`src/rtl/axis_pkg_receiver_if.sv`:
```
// axis_pkg_receiver_if
// Bundles the beat stream (tvalid/tready/tdata/tlast) and the packet-word
// output handshake (pkt_valid/pkt_ready/pkt_data) of the packet receiver.
//   slave  : receiver side (consumes beats, produces packet words)
//   master : environment side (produces beats, consumes packet words)
// Parameters: DATA_W beat width, BEATS beats per packet; WORD_W is derived.
interface axis_pkg_receiver_if #(
    parameter int DATA_W = 3,
    parameter int BEATS  = 2
);
    localparam int WORD_W = DATA_W * BEATS;

    logic              tvalid;
    logic              tready;
    logic [DATA_W-1:0] tdata;
    logic              tlast;
    logic              pkt_valid;
    logic              pkt_ready;
    logic [WORD_W-1:0] pkt_data;

    modport slave (
        input  tvalid, tdata, tlast, pkt_ready,
        output tready, pkt_valid, pkt_data
    );

    modport master (
        output tvalid, tdata, tlast, pkt_ready,
        input  tready, pkt_valid, pkt_data
    );
endinterface

```
`src/rtl/axis_pkg_receiver.sv`:
```
// axis_pkg_receiver
// Terminates the counter-packet stream: assembles BEATS beats of DATA_W bits
// (LSB-first, tlast on the final beat) into one packet word, flags short and
// long packets, and buffers finished words in a 2-entry queue.
// Ports:
//   clk        system clock, rising edge
//   rst        asynchronous active-low reset
//   bus        axis_pkg_receiver_if.slave (beat stream in, packet words out)
//   err_short  one-cycle pulse, tlast before BEATS beats
//   err_long   one-cycle pulse, BEATS beats without tlast
//   err_seq    one-cycle pulse, sequence gap (only with SEQ_CHECK_EN)
//   err_cnt    saturating count of error pulses
//   pkt_cnt    wrapping count of packets pushed into the queue
// Optional feature: define SEQ_CHECK_EN to enable the sequence-gap checker.
module axis_pkg_receiver #(
    parameter int DATA_W = 3,
    parameter int BEATS  = 2
) (
    input  logic                   clk,
    input  logic                   rst,
    axis_pkg_receiver_if.slave     bus,
    output logic                   err_short,
    output logic                   err_long,
    output logic                   err_seq,
    output logic [7:0]             err_cnt,
    output logic [15:0]            pkt_cnt
);
    localparam int WORD_W = DATA_W * BEATS;
    localparam int CNT_W  = (BEATS > 2) ? $clog2(BEATS) : 1;
    localparam logic [CNT_W-1:0] LAST_IDX = CNT_W'(BEATS - 1);

    typedef enum logic [1:0] {
        ST_IDLE    = 2'd0,
        ST_COLLECT = 2'd1,
        ST_DROP    = 2'd2
    } state_t;

    state_t             state_r, state_s;
    logic [CNT_W-1:0]   beat_cnt_r, beat_cnt_s;
    logic [WORD_W-1:0]  asm_r, asm_s;
    logic [WORD_W-1:0]  word_s;
    logic               accept_s;
    logic               complete_s, short_s, long_s, seq_s;

    // Output queue: head register feeds pkt_data directly, tail is the spare.
    logic [WORD_W-1:0]  head_r, head_s, tail_r, tail_s;
    logic               head_vld_r, head_vld_s, tail_vld_r, tail_vld_s;
    logic               pop_s;
    logic               tready_r, tready_s;

    logic               err_short_r, err_long_r;
    logic [7:0]         err_cnt_r, err_cnt_s;
    logic [8:0]         err_sum_s;
    logic [15:0]        pkt_cnt_r;

    assign accept_s = bus.tvalid & tready_r;
    assign pop_s    = head_vld_r & bus.pkt_ready;

    // Packet assembly state machine: next state, beat slot and error decode.
    always_comb begin
        state_s    = state_r;
        beat_cnt_s = beat_cnt_r;
        asm_s      = asm_r;
        complete_s = 1'b0;
        short_s    = 1'b0;
        long_s     = 1'b0;
        word_s     = asm_r;
        word_s[int'(beat_cnt_r) * DATA_W +: DATA_W] = bus.tdata;
        case (state_r)
            ST_IDLE, ST_COLLECT: begin
                if (accept_s) begin
                    asm_s = word_s;
                    if (bus.tlast) begin
                        if (beat_cnt_r == LAST_IDX) begin
                            complete_s = 1'b1;
                        end else begin
                            short_s = 1'b1;
                        end
                        state_s    = ST_IDLE;
                        beat_cnt_s = {CNT_W{1'b0}};
                    end else if (beat_cnt_r == LAST_IDX) begin
                        // Slot full but no tlast: discard until the real tlast.
                        long_s     = 1'b1;
                        state_s    = ST_DROP;
                        beat_cnt_s = {CNT_W{1'b0}};
                    end else begin
                        state_s    = ST_COLLECT;
                        beat_cnt_s = beat_cnt_r + 1'b1;
                    end
                end else begin
                    state_s = state_r;
                end
            end
            ST_DROP: begin
                if (accept_s && bus.tlast) begin
                    state_s = ST_IDLE;
                end else begin
                    state_s = ST_DROP;
                end
            end
            default: begin
                state_s    = ST_IDLE;
                beat_cnt_s = {CNT_W{1'b0}};
            end
        endcase
    end

    // Queue next-state: pop shifts tail into head, push fills the first free slot.
    always_comb begin
        head_s     = head_r;
        tail_s     = tail_r;
        head_vld_s = head_vld_r;
        tail_vld_s = tail_vld_r;
        case ({tail_vld_r, head_vld_r})
            2'b00: begin
                if (complete_s) begin
                    head_s     = word_s;
                    head_vld_s = 1'b1;
                end else begin
                    head_vld_s = 1'b0;
                end
            end
            2'b01: begin
                case ({complete_s, pop_s})
                    2'b11: head_s = word_s;
                    2'b10: begin
                        tail_s     = word_s;
                        tail_vld_s = 1'b1;
                    end
                    2'b01: head_vld_s = 1'b0;
                    default: head_vld_s = 1'b1;
                endcase
            end
            2'b11: begin
                if (pop_s) begin
                    head_s = tail_r;
                    if (complete_s) begin
                        tail_s = word_s;
                    end else begin
                        tail_vld_s = 1'b0;
                    end
                end else begin
                    tail_vld_s = 1'b1;
                end
            end
            default: begin
                head_vld_s = 1'b0;
                tail_vld_s = 1'b0;
            end
        endcase
        tready_s = ~(head_vld_s & tail_vld_s);
    end

    // Error counter: add this cycle's pulses, clamp at 255.
    always_comb begin
        err_sum_s = {1'b0, err_cnt_r} + {8'd0, short_s} + {8'd0, long_s} + {8'd0, seq_s};
        if (err_sum_s[8]) begin
            err_cnt_s = 8'd255;
        end else begin
            err_cnt_s = err_sum_s[7:0];
        end
    end

    // Main state, queue, handshake and status registers.
    always_ff @(posedge clk or negedge rst) begin
        if (!rst) begin
            state_r     <= ST_IDLE;
            beat_cnt_r  <= {CNT_W{1'b0}};
            asm_r       <= {WORD_W{1'b0}};
            head_r      <= {WORD_W{1'b0}};
            tail_r      <= {WORD_W{1'b0}};
            head_vld_r  <= 1'b0;
            tail_vld_r  <= 1'b0;
            tready_r    <= 1'b0;
            err_short_r <= 1'b0;
            err_long_r  <= 1'b0;
            err_cnt_r   <= 8'd0;
            pkt_cnt_r   <= 16'd0;
        end else begin
            state_r     <= state_s;
            beat_cnt_r  <= beat_cnt_s;
            asm_r       <= asm_s;
            head_r      <= head_s;
            tail_r      <= tail_s;
            head_vld_r  <= head_vld_s;
            tail_vld_r  <= tail_vld_s;
            tready_r    <= tready_s;
            err_short_r <= short_s;
            err_long_r  <= long_s;
            err_cnt_r   <= err_cnt_s;
            if (complete_s) begin
                pkt_cnt_r <= pkt_cnt_r + 16'd1;
            end else begin
                pkt_cnt_r <= pkt_cnt_r;
            end
        end
    end

`ifdef SEQ_CHECK_EN
    localparam logic [WORD_W-1:0] ONE_W = {{(WORD_W-1){1'b0}}, 1'b1};

    logic [WORD_W-1:0] ref_r;
    logic [WORD_W-1:0] ref_inc_s;
    logic              ref_vld_r;
    logic              err_seq_r;

    assign ref_inc_s = ref_r + ONE_W;

    // Gap detect: words 0 and 1 are counter restarts and never flagged.
    always_comb begin
        seq_s = 1'b0;
        if (complete_s && ref_vld_r && (word_s != ref_inc_s) && (word_s > ONE_W)) begin
            seq_s = 1'b1;
        end else begin
            seq_s = 1'b0;
        end
    end

    // Sequence reference tracks the most recent completed word.
    always_ff @(posedge clk or negedge rst) begin
        if (!rst) begin
            ref_r     <= {WORD_W{1'b0}};
            ref_vld_r <= 1'b0;
            err_seq_r <= 1'b0;
        end else begin
            err_seq_r <= seq_s;
            if (complete_s) begin
                ref_r     <= word_s;
                ref_vld_r <= 1'b1;
            end else begin
                ref_r     <= ref_r;
                ref_vld_r <= ref_vld_r;
            end
        end
    end

    assign err_seq = err_seq_r;
`else
    assign seq_s   = 1'b0;
    assign err_seq = 1'b0;
`endif

    assign bus.tready    = tready_r;
    assign bus.pkt_valid = head_vld_r;
    assign bus.pkt_data  = head_r;
    assign err_short     = err_short_r;
    assign err_long      = err_long_r;
    assign err_cnt       = err_cnt_r;
    assign pkt_cnt       = pkt_cnt_r;
endmodule
```
`src/flat_wrapper.sv`:
```
// flat-port wrapper written by rule: the top's interface ports become plain ports
module axis_pkg_receiver_flat 
#(
    parameter int DATA_W = 3,
    parameter int BEATS  = 2
)
  (clk, rst, err_short, err_long, err_seq, err_cnt, pkt_cnt, bus_tvalid, bus_tdata, bus_tlast, bus_pkt_ready, bus_tready, bus_pkt_valid, bus_pkt_data);
  axis_pkg_receiver_if #(.DATA_W(DATA_W), .BEATS(BEATS)) bus_i ();
  input  logic clk;
  input  logic rst;
  output logic err_short;
  output logic err_long;
  output logic err_seq;
  output logic [7:0] err_cnt;
  output logic [15:0] pkt_cnt;
  input wire logic [$bits(bus_i.tvalid)-1:0] bus_tvalid;
  input wire logic [$bits(bus_i.tdata)-1:0] bus_tdata;
  input wire logic [$bits(bus_i.tlast)-1:0] bus_tlast;
  input wire logic [$bits(bus_i.pkt_ready)-1:0] bus_pkt_ready;
  output wire logic [$bits(bus_i.tready)-1:0] bus_tready;
  output wire logic [$bits(bus_i.pkt_valid)-1:0] bus_pkt_valid;
  output wire logic [$bits(bus_i.pkt_data)-1:0] bus_pkt_data;
  assign bus_i.tvalid = bus_tvalid;
  assign bus_i.tdata = bus_tdata;
  assign bus_i.tlast = bus_tlast;
  assign bus_i.pkt_ready = bus_pkt_ready;
  assign bus_tready = bus_i.tready;
  assign bus_pkt_valid = bus_i.pkt_valid;
  assign bus_pkt_data = bus_i.pkt_data;
  axis_pkg_receiver #(.DATA_W(DATA_W), .BEATS(BEATS)) u_core (.clk(clk), .rst(rst), .bus(bus_i), .err_short(err_short), .err_long(err_long), .err_seq(err_seq), .err_cnt(err_cnt), .pkt_cnt(pkt_cnt));
endmodule
```
`config.mk`:
```
export PLATFORM = sky130hd
export DESIGN_NAME = axis_pkg_receiver_flat
export DESIGN_NICKNAME = d
export VERILOG_FILES = /design/src/rtl/axis_pkg_receiver_if.sv /design/src/rtl/axis_pkg_receiver.sv /design/src/flat_wrapper.sv
export SDC_FILE = /design/constraint.sdc
export NUM_CORES = 1
export LEC_CHECK = 0
export BUFFER_PORTS_ARGS = -buffer_cell sky130_fd_sc_hd__buf_2
export CORE_MARGIN = 5
export CORE_UTILIZATION = 35
export DETAILED_ROUTE_END_ITERATION = 10
export SYNTH_ARGS = -nofsm -noshare
export SYNTH_HDL_FRONTEND = slang
export SYNTH_SLANG_ARGS = --single-unit
```
`constraint.sdc`:
```
create_clock -name clk -period 5.7 [get_ports clk]
set_clock_uncertainty 0.1 [all_clocks]
set_input_delay 0.285 -clock clk [delete_from_list [all_inputs] [get_ports clk]]
set_output_delay 0.285 -clock clk [all_outputs]
set_load 0.1 [all_outputs]
```
==> impl_metrics.toml <==
[logic_synthesis]
synth.most_common_cell = "dfrtp_1"
synthFlopType = "dfrtp_1"
yosysTopAreaCell = "dfrtp_1"
netlist.area_leader.share_pct = 51.79
syn-num-nets = 241
synth_common_cells = "50 x dfrtp_1, 25 x nand2_1, 19 x nor2_1, 11 x xor2_1, 10 x a21oi_1"
synth_edf_count = 0
async_flop_share_pct = 100.0
synth_cell_type_count = 44
syn_avg_cell_area_um2 = 10.50
ys_seq_area_share_pct = 51.79
yosys_register_bits = 50
synth_area_leaders = "dfrtp_1 52%, xor2_1 4.0%, nand2_1 3.9%"
syn_inst = 230
syn_area_mm2 = 0.002416
synth_warnings = 0

[layout]
fin_util_pct = 41.85
synthToLayoutAreaGrowth_pct = 17.04
nets = 283
drive_above_1_share_pct = 24.54
diodes = 0

[worst_setup_path]
crit_family = "simple AND/OR/NAND/NOR gates"
r2r_slack_ns = 3.06
cp-startpoint = "u_core.beat_cnt_r$_DFFE_PN0P_"
slowest_stage = "dfrtp_1"
critPathRequiredTime_ns = 5.79
cpMostUsedCell = "and3_1"
r2r-start = "u_core.beat_cnt_r$_DFFE_PN0P_"
end_kind = "flip-flop"
slowest_delay_ns = 0.64
cp_max_fo = 13
path_cells = "nor2_1 -> and2_1 -> fa_1 -> ha_1 -> and3_1 -> and3_1 -> nand3_1 -> o21ai_0"
crit_buf_inv = 0
startpoint_type = "flip-flop"
crit_type = "reg -> reg"
arrival_ns = 2.73

[clocking]
cts-root-buf = "clkbuf_8"
cts_buffers = 5
cts_tree = "yes"
cts.path.max_buffers = 2
clkLatencyLatePin_ns = 0.30
hold_buffers = 0
clkSinkCount = 50
ctsResizeCount = 0
cts_setup_buffers = 0
htree_levels = 2
clkTransAtPathRegs_ns = 0.10

[global_route]
grt-ovfl-total = 0
track_usage_pct = 12.59
grt_max_degree = 51
grt_pass1_vias = 1813
grt_pass1_wl_mm = 8.832
antenna_found_initial = 0

[timing]
whs_ns = -0.02161
relSlewSlack_pct = 57.46
fin_tns_setup_ns = 0
min_period_ns = 2.639
tightest_slew_ns = 0.6380
rsz0062_at_grt = "false"
maxSlewViolCount = 0
final_hold_viol_count = 33
min_period_over_period_pct = 46.31
timing.fmax_mhz = 378.9
setup-violations-final = 0

[place]
port_buffers = 41
place_congestion = 0.7748
hpwl_mm = 3.647

[run_status]
violations = "hold timing"
status = "complete, but fails checks"

[die]
initial_core_util_pct = 35.76
die_x_um = 93.09
die_area_mm2 = 0.008665
core-area_mm2 = 0.006756
io_pins = 43
die_h_um = 93.09
std_cell_rows = 30

[pwr]
ir_drop_mv = 0.4283
p_per_area_mw_per_mm2 = 557.9
power_leakage_nw = 1.361

[detailed_routing]
num_vias = 1784
drc = 0
wl_mm = 5.058
ant_nets = 0
drt_iter0_drc = 72
viasPerCell = 5.054
wl_per_cell_um = 14.33
first_pass_iters = 4

[hold_path]
hp-class = "in -> async"

[run]
maxCapViolCount = 0
==> cell type report <==
cell class | count | area, um2
clock buffer | 6 | 82.58
inverter | 5 | 18.77
fill | 678 | 3929
timing repair buffer | 42 | 212.7
multi-input combinational | 168 | 1102
sequential | 50 | 1251
tap | 80 | 100.1
clock inverter | 2 | 60.06
==> metal layers <==
metal | routed length, um | up-vias | global-route usage, %
li1 | - | 889 | -
met1 | 2457 | 856 | 17.44
met2 | 2314 | 35 | 19.56
met3 | 223 | 4 | 2.574
met4 | 63 | 0 | 4.396
met5 | 0 | - | 0
==> report_power, final <==
part | switching (mW) | internal, mW | total, mW
Sequential | 0.102 | 0.453 | 0.556
Combinational | 0.549 | 0.164 | 0.713
Clock | 0.122 | 0.187 | 0.309
Total | 0.773 | 0.804 | 1.58
==> flip-flops by register name, summed over array words and instances (netlist names), 2 cells and up <==
name / cells
u_core.asm_r: 6
u_core.bus.pkt_data: 6
u_core.err_cnt: 8
u_core.pkt_cnt: 16
u_core.state_r: 2
u_core.tail_r: 6
==> cells by family after synthesis <==
| kind of cell | count (synthesis) | share of synthesized area [%] |
|---|---|---|
| buffers and inverters | 12 | 2.589 |
| AOI/OAI and AO/OA | 33 | 9.011 |
| and+or+nand+nor | 100 | 22.16 |
| other | 1 | 0.1552 |
| DFF | 50 | 51.79 |
| xor gates and xnor gates | 17 | 6.162 |
| muxes | 13 | 5.852 |
| adders and majority gates | 4 | 2.278 |
==> cells in the final DEF (no fill, tap or decap), types with 5 or more instances in the layout <==
master    instances
a21oi_1          10
buf_2            41
clkbuf_8          6
dfrtp_1          50
inv_1             5
mux2_2            5
mux2i_1           7
nand2_1          25
nand2b_1          9
nand3_1           9
nand4_1           5
nor2_1           19
nor3_1            9
o21ai_2           5
o22ai_1           6
or4_1             5
xnor2_1           6
xor2_1           11
==> path summary, 6_finish.rpt <==
kind | endpoint | depth (start not counted)
hold reg to reg | u_core.pkt_cnt[15]$_DFFE_PN0P_ | 1
setup reg to reg | u_core.err_cnt[3]$_DFF_PN0_ | 8
setup / recovery | u_core.err_cnt[3]$_DFF_PN0_ | 8
hold / removal | u_core.tail_r[4]$_DFFE_PN0P_ | 2
max in group asynchronous | u_core.asm_r[0]$_DFFE_PN0P_ | 2
min in group clk | u_core.asm_r[5]$_DFFE_PN0P_ | 3
==> metrics by stage <==
step | power, mW | hold WS (ns) | area, um2 | instances | setup slack (ns)
finish | 1.577 | -0.02161 | 2828 | 353 | 3.061
global placement | 1.278 | 0.3372 | 2685 | 345 | 3.135
detailed placement | 1.283 | 0.3432 | 2685 | 345 | 3.052
CTS | 1.596 | 0.008202 | 2828 | 353 | 3.041
global route | 1.666 | 0.04429 | 2828 | 353 | 2.862
floorplan | 1.157 | -0.1106 | 2416 | 230 | 2.848
Note: power is estimated with default switching activity, not from simulation.
